## config.mk

```make
export PLATFORM = sky130hd
export DESIGN_NAME = led_rgb_fader
export DESIGN_NICKNAME = d
export VERILOG_FILES = /design/src/rtl/led_pkg.sv /design/src/rtl/led_step_tick.sv /design/src/rtl/led_rgb_fader.sv
export SDC_FILE = /design/constraint.sdc
export NUM_CORES = 1
export LEC_CHECK = 0
export ABC_AREA = 1
export BUFFER_PORTS_ARGS = -buffer_cell sky130_fd_sc_hd__buf_4
export CORE_ASPECT_RATIO = 1.5
export CORE_UTILIZATION = 30
export DETAILED_ROUTE_END_ITERATION = 16
export HOLD_SLACK_MARGIN = 0.03
export MAX_ROUTING_LAYER = met4
export PLACE_DENSITY = 0.42
export SLEW_MARGIN = 20
export SYNTH_ARGS = -nofsm -noshare
export SYNTH_HDL_FRONTEND = slang
export SYNTH_SLANG_ARGS = --single-unit
```

## constraint.sdc

```tcl
create_clock -name clk -period 2.36 [get_ports clk]
set_input_delay 0.472 -clock clk [delete_from_list [all_inputs] [get_ports clk]]
set_output_delay 0.472 -clock clk [all_outputs]
set_load 0.005 [all_outputs]
```

## src/rtl/led_pkg.sv

```systemverilog
// Shared types and constants for the RGB LED cross-fader.
package led_pkg;

    typedef enum logic [1:0] {IDLE, FADE_OUT, SWAP, FADE_IN} led_fade_state_e;

    // Bit order is {r, g, b}.
    typedef logic [2:0] rgb_t;

    localparam rgb_t RGB_OFF = 3'b000;

endpackage

```

## src/rtl/led_step_tick.sv

```systemverilog
// Fade-step prescaler: tick is high for one cycle every STEP_DIV cycles; clr restarts the count.
module led_step_tick #(
    parameter int STEP_DIV = 1024
) (
    input  logic clk,
    input  logic rst,
    input  logic clr,
    output logic tick
);

    localparam int CW = (STEP_DIV > 2) ? $clog2(STEP_DIV) : 1;
    localparam logic [CW-1:0] LAST = CW'(STEP_DIV - 1);
    localparam logic [CW-1:0] ONE  = CW'(1);

    logic [CW-1:0] cnt;

    assign tick = (cnt == LAST);

    // NOTE: sequential state is written with <= so every register samples pre-edge values.
    always_ff @(posedge clk or posedge rst) begin
        if (rst) begin
            cnt <= '0;
        end else if (clr || tick) begin
            cnt <= '0;
        end else begin
            cnt <= cnt + ONE;
        end
    end

endmodule

```

## src/rtl/led_rgb_fader.sv

```systemverilog
// PWM RGB LED driver that cross-fades (out, swap, in) on every colour change.
// Optional LED_GAMMA_EN selects square-law brightness; default build is linear.
module led_rgb_fader
    import led_pkg::*;
#(
    parameter int PWM_BITS = 8,
    parameter int STEP_DIV = 1024
) (
    input  logic                clk,
    input  logic                rst,
    input  logic                r_in,
    input  logic                g_in,
    input  logic                b_in,
    input  logic [PWM_BITS-1:0] duty_max,
    output logic                led_r,
    output logic                led_g,
    output logic                led_b,
    output logic                busy
);

    localparam logic [PWM_BITS-1:0] LVL_ONE = PWM_BITS'(1);

    led_fade_state_e     state;
    rgb_t                sync_meta;
    rgb_t                req_rgb;
    rgb_t                cur_rgb;
    logic [PWM_BITS-1:0] lvl;
    logic [PWM_BITS-1:0] eff_lvl;
    logic [PWM_BITS-1:0] pwm_cnt;
    logic                tick;
    logic                leave;

    // The colour request is asynchronous and may glitch; two flops settle it.
    always_ff @(posedge clk or posedge rst) begin
        if (rst) begin
            sync_meta <= RGB_OFF;
            req_rgb   <= RGB_OFF;
        end else begin
            sync_meta <= {r_in, g_in, b_in};
            req_rgb   <= sync_meta;
        end
    end

    always_ff @(posedge clk or posedge rst) begin
        if (rst) begin
            pwm_cnt <= '0;
        end else begin
            pwm_cnt <= pwm_cnt + LVL_ONE;
        end
    end

    // High in any cycle where the FSM will change state, so each state's step timing starts fresh.
    // NOTE: leave gets a default before the case so no latch is inferred.
    always_comb begin
        leave = 1'b0;
        unique case (state)
            IDLE:     leave = (req_rgb != cur_rgb);
            FADE_OUT: leave = (lvl == '0);
            SWAP:     leave = 1'b1;
            FADE_IN:  leave = (req_rgb != cur_rgb) || (lvl >= duty_max);
            default:  leave = 1'b1;
        endcase
    end

    led_step_tick #(
        .STEP_DIV (STEP_DIV)
    ) u_step_tick (
        .clk  (clk),
        .rst  (rst),
        .clr  (leave),
        .tick (tick)
    );

    always_ff @(posedge clk or posedge rst) begin
        if (rst) begin
            state   <= IDLE;
            lvl     <= '0;
            cur_rgb <= RGB_OFF;
        end else begin
            unique case (state)
                IDLE: begin
                    lvl <= duty_max;
                    if (req_rgb != cur_rgb) state <= FADE_OUT;
                end
                FADE_OUT: begin
                    if (lvl == '0)  state <= SWAP;
                    else if (tick)  lvl   <= lvl - LVL_ONE;
                end
                SWAP: begin
                    cur_rgb <= req_rgb;
                    state   <= FADE_IN;
                end
                FADE_IN: begin
                    // A new request mid fade-in reverses from the current level.
                    if (req_rgb != cur_rgb) begin
                        state <= FADE_OUT;
                    end else if (lvl >= duty_max) begin
                        lvl   <= duty_max;
                        state <= IDLE;
                    end else if (tick) begin
                        lvl <= lvl + LVL_ONE;
                    end
                end
                default: state <= IDLE;
            endcase
        end
    end

`ifdef LED_GAMMA_EN
    logic [2*PWM_BITS-1:0] lvl_sq;
    assign lvl_sq  = lvl * lvl;
    assign eff_lvl = lvl_sq[2*PWM_BITS-1:PWM_BITS];
`else
    assign eff_lvl = lvl;
`endif

    always_ff @(posedge clk or posedge rst) begin
        if (rst) begin
            led_r <= 1'b0;
            led_g <= 1'b0;
            led_b <= 1'b0;
        end else begin
            led_r <= cur_rgb[2] && (pwm_cnt < eff_lvl);
            led_g <= cur_rgb[1] && (pwm_cnt < eff_lvl);
            led_b <= cur_rgb[0] && (pwm_cnt < eff_lvl);
        end
    end

    assign busy = (state != IDLE);

endmodule
```

==> results.txt <==
Result of the run = finished, final reports clean
Effective utilization at floorplan = 31.39%
Arrival @ worst endpoint = 2.16 ns
Via count of the first global-routing pass = 2290
Number of warnings reported in the yosys synthesis log = 0
RSZ-0062 raised after global routing = no
Total of cells resized after clock tree synthesis = 0
Worst r2r src = eff_lvl[0]
IR Drop Worst-Case VDD = 0.5157 mV
Count of endpoints failing setup in the final report = 0
Cell area after synthesis = 2689 um^2
Final worst path period share = 84.02%
Area growth syn-to-layout = 18.05%
Number of input and output port buffers inserted = 16
Count of hold-fix buffers inserted at cts = 0
Most common cell after layout, fill and taps aside = nand2_1
Largest driver fanout on the critical path = 9
Seq/Total Area, Yosys = 37.23%
Core Box Area = 8567 um^2
Maximum number of pins on one net before global-route repair = 41
Die Y = 118.0 um
Initial DRT Pass Iterations = 4
Register-to-register setup slack = 0.38 ns
Max-slew violations = 0
Clock latency at the later pin of the worst-skew pair = 0.29 ns
Die extent in x = 79.30 um
Post-layout minimum cycle time = 1.983 ns
Sum of negative setup slack = 0 ns
Int Power = 2.151 mW
Power density over cell area = 1226 nW/um^2
Synthesized instance count = 358
Hold path cells = 1
Via total after detailed routing = 2278
Tot GR Track Use = 15.54%
CTS tree = done
Number of routed nets with antenna violations = 0
Nets@finish = 425
Fin. Hold Viols = 0
CP Capture Type = flop
LEAKAGE = 1.705 nW
Sw frac = 44.76%
FMAX = 504.3 MHz
Detailed Place HPWL = 4817 um
Initial DRC Count = 120
Endpoint required time on the critical path = 2.54 ns
Clock transition at path regs = 0.06 ns
Maximum buffer depth of the clock tree = 2
FF+latch count, synth = 40
Type of the worst setup path = reg2reg
Clock sink count = 40
Transition at the pin with the smallest max-transition slack = 0.5300 ns
Global-route wire length before repair = 10930 um
Worst slew margin relative to its limit = 64.67%
Cell Rows = 41
Total gr overflow = 0
PnR worst setup slack = 0.3771 ns
H-tree depth = 2
IO Count = 17
Relative contribution of the clock network to total power = 20.4%
Post-Place Setup Slack = 0.1527 ns
Destination of the worst register-to-register timing path = eff_lvl[6]
Gp weighted congestion = 0.8422
Endpoint of the worst hold-timing path = sync_meta[0]
Start point of the worst min-delay path = b_in
Placed inst area = 3003 um^2
Fraction of layout cells with a size suffix above 1 = 12.63%
Overall routed net length = 6190 um
Setup bufs post-CTS = 0
Worst Setup Start Kind = flop
Inserted Clock Buffers = 5
Final setup skew = 0.005728 ns
Post-synthesis net count = 396
Die area = 9353 um^2
Max-capacitance violation count = 0
Most used cells in the layout excluding fill and tap cells = nand2_1, inv_1, dfrtp_1
Drt drc = 0
Final Instance Area = 3174 um^2
Vias per cell = 4.602
Number of distinct library cell variants in the gate-level netlist after synthesis = 30
Diodes inserted = 0
Wire length per cell after detailed routing = 12.51 um
Worst hold path type = in2reg
CTS Root Buffer Type = clkbuf_16
Worst slack on hold paths = 0.2876 ns
Tot Pwr = 3.893 mW
Sequential share of power = 25.0%
Mean instance size in the synthesized netlist = 7.511 um^2
Switching power of the nets = 1.742 mW
Reg2Reg Depth = 12
Antenna violations before repair = 0
Part of the power in combinational logic = 54.6%
Critical Path Source = eff_lvl[0]
[kinds of logic after synthesis]
group                      after synthesis  synth area share, %
buffers and inverters                   59                8.841
AOI/OAI and AO/OA                       23                4.839
xor gates and xnor gates                18                5.863
DFF                                     40                37.23
and+or+nand+nor                        193                31.60
adders and majority gates               25                11.63
[power groups by stage]
| stage | clock network (mW) | logic [mW] | registers, mW |
|---|---|---|---|
| CTS | 0.832 | 2.16 | 0.973 |
| global placement | 0 | 2.14 | 0.985 |
| floorplan | 0 | 1.52 | 0.963 |
| detailed placement | 0 | 2.16 | 0.982 |
| finish | 0.794 | 2.13 | 0.972 |
| global route | 0.846 | 2.46 | 0.993 |
[through the flow]
stage	util [%]	instances
after detailed placement	35.05	487
final	37.05	495
after global routing	37.05	495
after floorplan	-	358
after CTS	37.05	495
after global placement	35.05	487
[state kept, by name (all words and copies together), names as in the netlist]
register	count
led_b	1
eff_lvl	8
sync_meta	3
pwm_cnt	8
cur_rgb	3
led_r	1
req_rgb	3
u_step_tick.cnt	10
state	2
led_g	1
[routing by layer]
metal	up-vias	GRT usage, %	part of all wire [%]
li1	1188	-	-
met1	1033	17.61	42
met2	42	26.13	52
met3	15	2.791	2.9
met4	0	7.045	3.2
met5	-	-	0
[critical path, cell delays in order, from the launching register on]
cell and delay [ns]:
dfrtp_1 0.41, inv_1 0.08, ha_1 0.27, nand2_1 0.06
nor2_1 0.04, nor2_1 0.07, nand2_1 0.12, nand2_1 0.21
nand4_1 0.18, nand2_4 0.19, clkinv_4 0.11, nand2_1 0.07
nand2_1 0.05
[worst max-delay path by stage]
stage,endpoint,slack [ns],cells past startpoint
floorplan,eff_lvl[7],0.53,10
global placement,eff_lvl[7],0.17,13
detailed placement,eff_lvl[6],0.15,13
CTS,eff_lvl[7],0.37,12
global route,eff_lvl[3],0.20,12
finish,eff_lvl[6],0.38,12
[cells in the mapped netlist]
cell,number,area (um^2)
nand2_1,104,390.4
inv_1,50,187.7
dfrtp_1,40,1001
nand3_1,33,165.2
nor2_1,32,120.1
ha_1,25,312.8
xor2_1,13,113.9
o21ai_0,11,55.05
nand4_1,9,56.30
a21oi_1,6,30.03
xnor2_1,5,43.79
nor2_2,4,25.02
buf_2,3,15.01
nor3_1,3,15.01
a22oi_1,2,15.01
buf_4,2,15.01
clkbuf_1,2,7.510
nand3b_1,2,15.01
a21boi_0,1,7.510
a21o_1,1,7.510
a32o_1,1,10.01
clkinv_4,1,8.760
inv_2,1,3.750
nand2_2,1,6.260
nand2_4,1,11.26
nand3b_2,1,11.26
nor2_4,1,11.26
nor3_4,1,16.27
o21ai_1,1,5.000
or2_2,1,6.260
[final cells by class]
| type | count | area, um^2 |
|---|---|---|
| fillers | 890 | 5393 |
| well taps | 107 | 133.9 |
| clock buffers | 5 | 125.1 |
| inverters | 52 | 200.2 |
| repair buffers | 29 | 217.7 |
| clock inverters | 3 | 46.29 |
| flip-flops and latches | 40 | 1001 |
| multi-input cells | 259 | 1450 |
Power figures use the tool's default switching activity.
